==> src/rtl/comparator_pkg.sv <==
// Shared definitions for the serial magnitude comparator: FSM state encoding
// and the slice-count helper.
package comparator_pkg;

  typedef enum logic [1:0] {
    ST_IDLE = 2'b00,
    ST_RUN  = 2'b01,
    ST_DONE = 2'b10
  } state_t;

  localparam int WIDTH_DEF = 8;
  localparam int SLICE_DEF = 1;
  // Slice count for the default configuration; instances derive their own
  // value from calc_nslice so that non-default parameters stay consistent.
  localparam int NSLICE = WIDTH_DEF / SLICE_DEF;

  function automatic int calc_nslice(input int width, input int slice);
    return width / slice;
  endfunction

endpackage

==> src/rtl/slice_compare.sv <==
// Combinational magnitude compare of one SLICE-bit chunk of the two operands.
module slice_compare #(
  parameter int SLICE = 1
) (
  input  logic [SLICE-1:0] i_a,
  input  logic [SLICE-1:0] i_b,
  output logic             o_g,
  output logic             o_l,
  output logic             o_e
);

  assign o_g = (i_a > i_b);
  assign o_l = (i_a < i_b);
  assign o_e = (i_a == i_b);

endmodule

==> src/rtl/serial_mag_comparator.sv <==
// Serial MSB-first magnitude comparator: walks the operands SLICE bits per
// cycle and stops at the first differing slice.
//
// state   | meaning
// IDLE    | waiting for start_in, operands sampled on acceptance
// RUN     | comparing slice r_idx of the latched operands
// DONE    | result valid, done_out high for exactly this cycle
module serial_mag_comparator
  import comparator_pkg::*;
#(
  parameter int WIDTH = 8,
  parameter int SLICE = 1
) (
  input  logic             clk_in,
  input  logic             rst_in,
  input  logic             start_in,
  input  logic             signed_in,
  input  logic [WIDTH-1:0] a_in,
  input  logic [WIDTH-1:0] b_in,
  output logic             busy_out,
  output logic             done_out,
  output logic             g_out,
  output logic             l_out,
  output logic             e_out
);

  localparam int NUM_SLICES = calc_nslice(WIDTH, SLICE);
  localparam int IDXW = (NUM_SLICES > 1) ? $clog2(NUM_SLICES) : 1;
  localparam logic [IDXW-1:0]  LAST_IDX = IDXW'(NUM_SLICES - 1);
  localparam logic [SLICE-1:0] MSB_MASK = SLICE'(1) << (SLICE - 1);

  generate
    if (((WIDTH % SLICE) != 0) || (WIDTH < 2)) begin : g_bad_cfg
      $error("serial_mag_comparator: WIDTH must be >= 2 and a multiple of SLICE");
    end
  endgenerate

  state_t           r_state;
  logic [WIDTH-1:0] r_a;
  logic [WIDTH-1:0] r_b;
  logic             r_signed;
  logic [IDXW-1:0]  r_idx;
  logic             r_busy;
  logic             r_done;
  logic             r_g;
  logic             r_l;
  logic             r_e;

  logic             w_flip;
  logic [SLICE-1:0] w_a_slice;
  logic [SLICE-1:0] w_b_slice;
  logic             w_g;
  logic             w_l;
  logic             w_e;

  // Operands shift left as slices retire, so the current slice is always the
  // top SLICE bits. Sign handling flips the operand MSB only on slice 0.
  assign w_flip    = r_signed && (r_idx == '0);
  assign w_a_slice = r_a[WIDTH-1 -: SLICE] ^ (w_flip ? MSB_MASK : '0);
  assign w_b_slice = r_b[WIDTH-1 -: SLICE] ^ (w_flip ? MSB_MASK : '0);

  slice_compare #(
    .SLICE(SLICE)
  ) u_slice_compare (
    .i_a(w_a_slice),
    .i_b(w_b_slice),
    .o_g(w_g),
    .o_l(w_l),
    .o_e(w_e)
  );

  always_ff @(posedge clk_in) begin
    if (rst_in) begin
      r_state  <= ST_IDLE;
      r_a      <= '0;
      r_b      <= '0;
      r_signed <= 1'b0;
      r_idx    <= '0;
      r_busy   <= 1'b0;
      r_done   <= 1'b0;
      r_g      <= 1'b0;
      r_l      <= 1'b0;
      r_e      <= 1'b0;
    end else begin
      case (r_state)
        ST_IDLE: begin
          r_done <= 1'b0;
          if (start_in) begin
            r_a      <= a_in;
            r_b      <= b_in;
            r_signed <= signed_in;
            r_idx    <= '0;
            r_busy   <= 1'b1;
            r_state  <= ST_RUN;
          end
        end
        ST_RUN: begin
          if (!w_e) begin
            r_g     <= w_g;
            r_l     <= w_l;
            r_e     <= 1'b0;
            r_done  <= 1'b1;
            r_state <= ST_DONE;
          end else if (r_idx == LAST_IDX) begin
            r_g     <= 1'b0;
            r_l     <= 1'b0;
            r_e     <= 1'b1;
            r_done  <= 1'b1;
            r_state <= ST_DONE;
          end else begin
            r_idx <= r_idx + 1'b1;
            r_a   <= r_a << SLICE;
            r_b   <= r_b << SLICE;
          end
        end
        ST_DONE: begin
          r_done  <= 1'b0;
          r_busy  <= 1'b0;
          r_state <= ST_IDLE;
        end
        default: begin
          r_done  <= 1'b0;
          r_busy  <= 1'b0;
          r_state <= ST_IDLE;
        end
      endcase
    end
  end

  assign busy_out = r_busy;
  assign done_out = r_done;
  assign g_out    = r_g;
  assign l_out    = r_l;
  assign e_out    = r_e;

endmodule
==> config.mk <==
export PLATFORM = sky130hd
export DESIGN_NAME = serial_mag_comparator
export DESIGN_NICKNAME = d
export VERILOG_FILES = /design/src/rtl/comparator_pkg.sv /design/src/rtl/slice_compare.sv /design/src/rtl/serial_mag_comparator.sv
export SDC_FILE = /design/constraint.sdc
export NUM_CORES = 1
export LEC_CHECK = 0
export BUFFER_PORTS_ARGS = -buffer_cell sky130_fd_sc_hd__buf_4
export CAP_MARGIN = 20
export CORE_UTILIZATION = 56
export CTS_BUF_LIST = sky130_fd_sc_hd__clkbuf_8 sky130_fd_sc_hd__clkbuf_16
export DETAILED_ROUTE_END_ITERATION = 6
export PLACE_DENSITY = 0.89
export SYNTH_ARGS = -nofsm -noshare
export SYNTH_HDL_FRONTEND = slang
export SYNTH_HIERARCHICAL = 1
export SYNTH_SLANG_ARGS = --single-unit
==> constraint.sdc <==
create_clock -name clk_in -period 6.5 [get_ports clk_in]
set_input_delay 0.975 -clock clk_in [delete_from_list [all_inputs] [get_ports clk_in]]
set_output_delay 0.975 -clock clk_in [all_outputs]
set_load 0.02 [all_outputs]
# Yosys cells after proc, flatten, opt, wreduce, memory -nomap -nowiden
# Index checks and enable logic that the tools add are counted.
classes:
  add_sub_neg: 1
  order_cmp: 2
  n_eq_ne: 8
  muxes: 25
  bitwise: 3
  n_reduce_logical: 10
op_table:
  columns: ["cell", "count"]
  rows:
  - ["two-way mux 8 bit", 6]
  - ["one-hot mux 8 bit (2 select lines)", 2]
  - ["two-way mux 3 bit", 3]
  - ["two-way mux 1 bit", 8]
  - ["AND reduction 2 bit", 4]
  - ["two-way mux 2 bit", 3]
  - ["!= test 2 bit (second input constant)", 3]
  - ["one-hot mux 3 bit (2 select lines)", 1]
  - ["one-hot mux 2 bit (2 select lines)", 1]
  - ["AND reduction 4 bit", 1]
  - ["adder 3 x 1 -> 3 bit (second input constant)", 1]
  - ["== test 3 bit (second input constant)", 1]
  - ["zero test 3 bit", 1]
  - ["!= test 3 bit (second input constant)", 1]
  - ["== test 2 x 1 -> 1 bit (second input constant)", 1]
  - ["zero test 2 bit", 1]
  - ["!= test 2 x 1 -> 1 bit (second input constant)", 1]
  - ["one-hot mux 1 bit (2 select lines)", 1]
  - ["nonzero test 2 bit", 1]
  - ["OR reduction 2 bit", 1]
  - ["XOR 1 bit", 2]
  - ["== test 1 bit", 1]
  - ["> comparator 1 bit", 1]
  - ["logical AND 1 bit", 1]
  - ["2 further kinds", 2]
totals:
  register_bits: 27
  in_bits: 20
  out_inout_bits: 5
  wordCells: 59

# Longest topological paths before layout
logic_depth:
  ltp_word: 7
  depth_mapped: 10
  depth_no_buf: 9

# Modules after synthesis
# Netlist, hierarchy kept.
modules_own_cells:
  columns: ["module", "n_inst", "cells_per_inst", "area_each_um2", "seq_area_each_um2"]
  rows:
  - ["serial_mag_comparator", 1, 100, 1136.1, 540.5]
  - ["slice_compare", 1, 4, 32.5, 0.0]

# Worst setup path after synthesis
# OpenSTA, ideal clock, no wires.
synth_timing:
  path_kind: "register to register"
  from: "register r_idx[0]"
  to: "register r_a[7]"
  setup_time_ps: 70
  arrival_time_ps: 2116
  required_time_ps: 6430
  setup_slack_ps: 4313
  stages_incl_launch_ff: 11
  n_path_buf: 1
  synth_period_minus_slack_ps: 2187
  cell_sequence: "dfxtp_1 -> inv_1 -> ha_1 -> nand3b_1 -> xnor2_1 -> inv_1 -> ha_1 -> nor2b_1 -> a311oi_4 -> buf_6 -> o2bb2ai_1"
synth_between:
  elab_chain_len: 7
  word_cells_on_any_way: 10
  classes_between: "eq/ne (4); mux (1); bitwise (2); reduce/logical (3)"
synth_rtl:
  columns: ["item", "line_no", "text"]
  rows:
  - ["from (decl)", "serial_mag_comparator.sv:42", "logic [IDXW-1:0] r_idx;"]
  - ["from (signal assigned)", "serial_mag_comparator.sv:111", "r_idx <= r_idx + 1'b1;"]
  - ["zero test 3 bit", "serial_mag_comparator.sv:58", "assign w_flip = r_signed && (r_idx == '0);"]
  - ["logical AND 1 bit", "serial_mag_comparator.sv:58", null]
  - ["two-way mux 1 bit", "serial_mag_comparator.sv:59", "assign w_a_slice = r_a[WIDTH-1 -: SLICE] ^ (w_flip ? MSB_MASK : '0);"]
  - ["XOR 1 bit", "serial_mag_comparator.sv:59", null]
  - ["net w_a_slice", "serial_mag_comparator.sv:50", "logic [SLICE-1:0] w_a_slice;"]
  - ["== test 1 bit", "slice_compare.sv:14", "assign o_e = (i_a == i_b);"]
  - ["net w_e", "serial_mag_comparator.sv:54", "logic w_e;"]
  - ["!= test 2 bit (no source line)", null, null]
  - ["AND reduction 4 bit (no source line)", null, null]
  - ["to (signal assigned)", "serial_mag_comparator.sv:89", "r_a <= a_in;"]
  - ["to (signal assigned)", "serial_mag_comparator.sv:112", "r_a <= r_a << SLICE;"]
  - ["to (decl)", "serial_mag_comparator.sv:39", "logic [WIDTH-1:0] r_a;"]
# The timed path passes the listed nets, and every way through them passes these cells.
# A chain may end at the register's enable or synchronous reset.

# Worst setup path in the final report
layout_timing:
  from: "register r_idx[0]"
  to: "register r_idx[0]"
layout_between:
  elab_chain_len: 7
  word_cells_on_any_way: 14
  classes_between: "add/sub (1); eq/ne (4); mux (4); bitwise (2); reduce/logical (3)"
layout_rtl:
  columns: ["item", "line_no"]
  rows:
  - ["zero test 3 bit", "serial_mag_comparator.sv:58"]
  - ["logical AND 1 bit", "serial_mag_comparator.sv:58"]
  - ["two-way mux 1 bit", "serial_mag_comparator.sv:59"]
  - ["XOR 1 bit", "serial_mag_comparator.sv:59"]
  - ["net w_a_slice", "serial_mag_comparator.sv:50"]
  - ["== test 1 bit", "slice_compare.sv:14"]
  - ["net w_e", "serial_mag_comparator.sv:54"]
  - ["!= test 2 bit (no source line)", null]
  - ["AND reduction 4 bit (no source line)", null]
# The timed path passes the listed nets, and every way through them passes these cells. The select of a mux whose other input is x is not followed.

==> flow_summary.json <==
{
  "start_kind": "flip-flop",
  "avgSynthCellArea_um2": 11.2,
  "area_growth_pct": 19.2,
  "cp_top_family": "compound AO/OA/AOI/OAI gates",
  "crit_path_end_kind": "flip-flop",
  "cts_resized": 0,
  "synth-xor-area-share_pct": 1.50,
  "gp_congestion": 0.855,
  "cts_tree": "done",
  "yosys.area_share.simple_pct": 7.71,
  "hold_violations": 0,
  "htreeDepth": 1,
  "fillers": 164,
  "cp_slowest_cell": "a311oi_4",
  "overflow": 0,
  "power.density_mw_per_mm2": 281,
  "num_vias": 858,
  "synth_most_common_cell": "dfxtp_1",
  "synth_fa_ha_area_share_pct": 5.35,
  "path_class": "flip-flop to flip-flop",
  "clk-insertion-delay-late_ns": 0.27,
  "avgViaCountPerCell": 5.57,
  "synth_commonest_cells": "dfxtp_1, mux2i_1, o2bb2ai_1, inv_1, ha_1",
  "slew_headroom_pct": 30.7,
  "numCtsBuffers": 3,
  "drv_slew": 0,
  "rows": 16,
  "max_stage_delay_ns": 0.81,
  "clkTransAtPathRegs_ns": 0.08,
  "worstPathCellList": "inv_1 -> ha_1 -> nand3b_1 -> xnor2_1 -> inv_1 -> ha_1 -> nor2b_1 -> a311oi_4 -> mux2_2",
  "final_antenna_net_count": 0,
  "syn_area_mm2": 0.00117,
  "routed_wl_mm": 2.20,
  "final_nets": 153,
  "synth_flop_cell": "dfxtp_1",
  "holdBufCountCts": 0,
  "fmax_mhz": 372,
  "hp-class": "flip-flop to flip-flop",
  "initial_core_util_pct": 59.6,
  "postCtsSetupBuffers": 0,
  "critPathArrivalTime_ns": 2.90,
  "n_antenna_cell": 0,
  "postPlaceCellArea_mm2": 0.00135,
  "synth.area.top_cells": "dfxtp_1, mux2i_1, o2bb2ai_1",
  "antenna_found_initial": 0,
  "route.detailed.drc": 0,
  "ir_worst_vdd_mv": 0.188,
  "ios": 25,
  "dp_hpwl_mm": 1.55,
  "synth_compound_area_share_pct": 20.1,
  "final.period_utilization_pct": 41.4,
  "cts_buffer_depth": 2,
  "placed_cells": 150,
  "ys_async_sr_fraction_pct": 0,
  "drv_cap": 0,
  "yosys_warnings": 6,
  "muxShareOfSynthArea_pct": 13.8,
  "wl_per_cell_um": 14.3,
  "setup_viol": 0,
  "status": "finished, final reports clean",
  "grt_pass1_vias": 793,
  "worst-endpoint-required_ns": 6.71,
  "leakage_nw": 0.629,
  "dieWidth_um": 47.7,
  "ys_types": 30,
  "die_area_mm2": 0.00227,
  "synth-edff-count": 0,
  "tns_ns": 0,
  "grt_first_pass_wirelength_mm": 3.44,
  "worstMarginPinSlew_ns": 1.03,
  "fin_skew_ns": 0.00842,
  "cts_root_buf": "clkbuf_8",
  "drtIter0Drc": 23,
  "fin_cells": 154,
  "grt.total_usage_pct": 21.9,
  "die_h_um": 47.7,
  "synth_top_family_by_area": "compound AO/OA/AOI/OAI gates",
  "grt_max_degree": 20,
  "cts.sinks": 27,
  "yosys.area.top_type_share_pct": 46.3,
  "numPortBuffers": 24,
  "seq_area_frac_synth_pct": 46.3,
  "period_minus_slack_ns": 2.69,
  "drive_gt1_share_pct": 25.2,
  "core_area_mm2": 0.00196,
  "path_max_fanout": 19,
  "ys_ff_latch": 27,
  "final_cell_area_mm2": 0.00139,
  "syn_inst": 104,
  "yosys.area.top_type": "dfxtp_1",
  "dr.pass1.iters": 4,
  "worst-path-buf-inv": 2,
  "synth_nets": 129,
  "rsz0062_at_grt": "false"
}
## cell type report
class	instances	area, µm²	area share (%)
Sequential cell	27	541	38.8
Inverter	7	26.3	1.89
Clock inverter	1	3.75	0.270
Clock buffer	3	41.3	2.96
Tap cell	27	33.8	2.43
Multi-Input combinational cell	65	567	40.7
Timing Repair Buffer	24	180	12.9
## sequential cells by signal (all words and copies together) (netlist names)
signal and count:
r_a 8, busy_out 1, r_signed 1, g_out 1, r_b 8, l_out 1, done_out 1, r_state 2
e_out 1, r_idx 3
## placed cells by master, fill, tap and decap left out, types with 2 or more instances in the layout
master      n
buf_4      24
nor3_1      2
mux2i_1    15
nand2_1     2
inv_1       8
ha_1        5
clkbuf_8    3
dfxtp_1    27
a32o_1      3
nor2_1      3
a21oi_1     2
nor3b_1     2
o2bb2ai_1  14
o21ai_0     2
xnor2_1     2
## cells by family after synthesis
logic type,Yosys count
AOI/OAI and AO/OA,27
DFF,27
muxes,16
and+or+nand+nor,15
buffers and inverters,12
adders and majority gates,5
xor gates and xnor gates,2
## worst paths after layout
path,slack (ns),cells past startpoint,startpoint,endpoint
hold reg to reg,0.47,1,r_b[1]$_SDFFE_PP0P_,r_b[1]$_SDFFE_PP0P_
hold / removal,0.47,1,r_b[1]$_SDFFE_PP0P_,r_b[1]$_SDFFE_PP0P_
setup reg to reg,3.81,9,r_idx[0]$_SDFFE_PP0P_,r_idx[0]$_SDFFE_PP0P_
setup / recovery,3.81,9,r_idx[0]$_SDFFE_PP0P_,r_idx[0]$_SDFFE_PP0P_
## through the flow
stage	hold slack, ns	utilization [%]	power, W	setup WS (ns)
finish	0.466	71.0	0.000391	3.81
global route	0.484	71.0	0.000410	3.63
CTS	0.472	71.0	0.000392	3.84
detailed placement	0.451	68.7	0.000303	3.85
global placement	0.444	68.7	0.000297	3.98
floorplan	0.432	-	0.000278	4.31
## report_power, final
group	switching, W	internal, W
clock	0.0000485	0.0000423
sequential	0.0000134	0.000186
combinational	0.0000546	0.0000461
total	0.000116	0.000275
## layer usage
metal | global-route usage, % | wire length, µm
met3 | 2.64 | 83
met2 | 36.8 | 1060
met4 | 11.1 | 23
met5 | 0 | 0
met1 | 27.6 | 1030
Power figures use the tool's default switching activity.
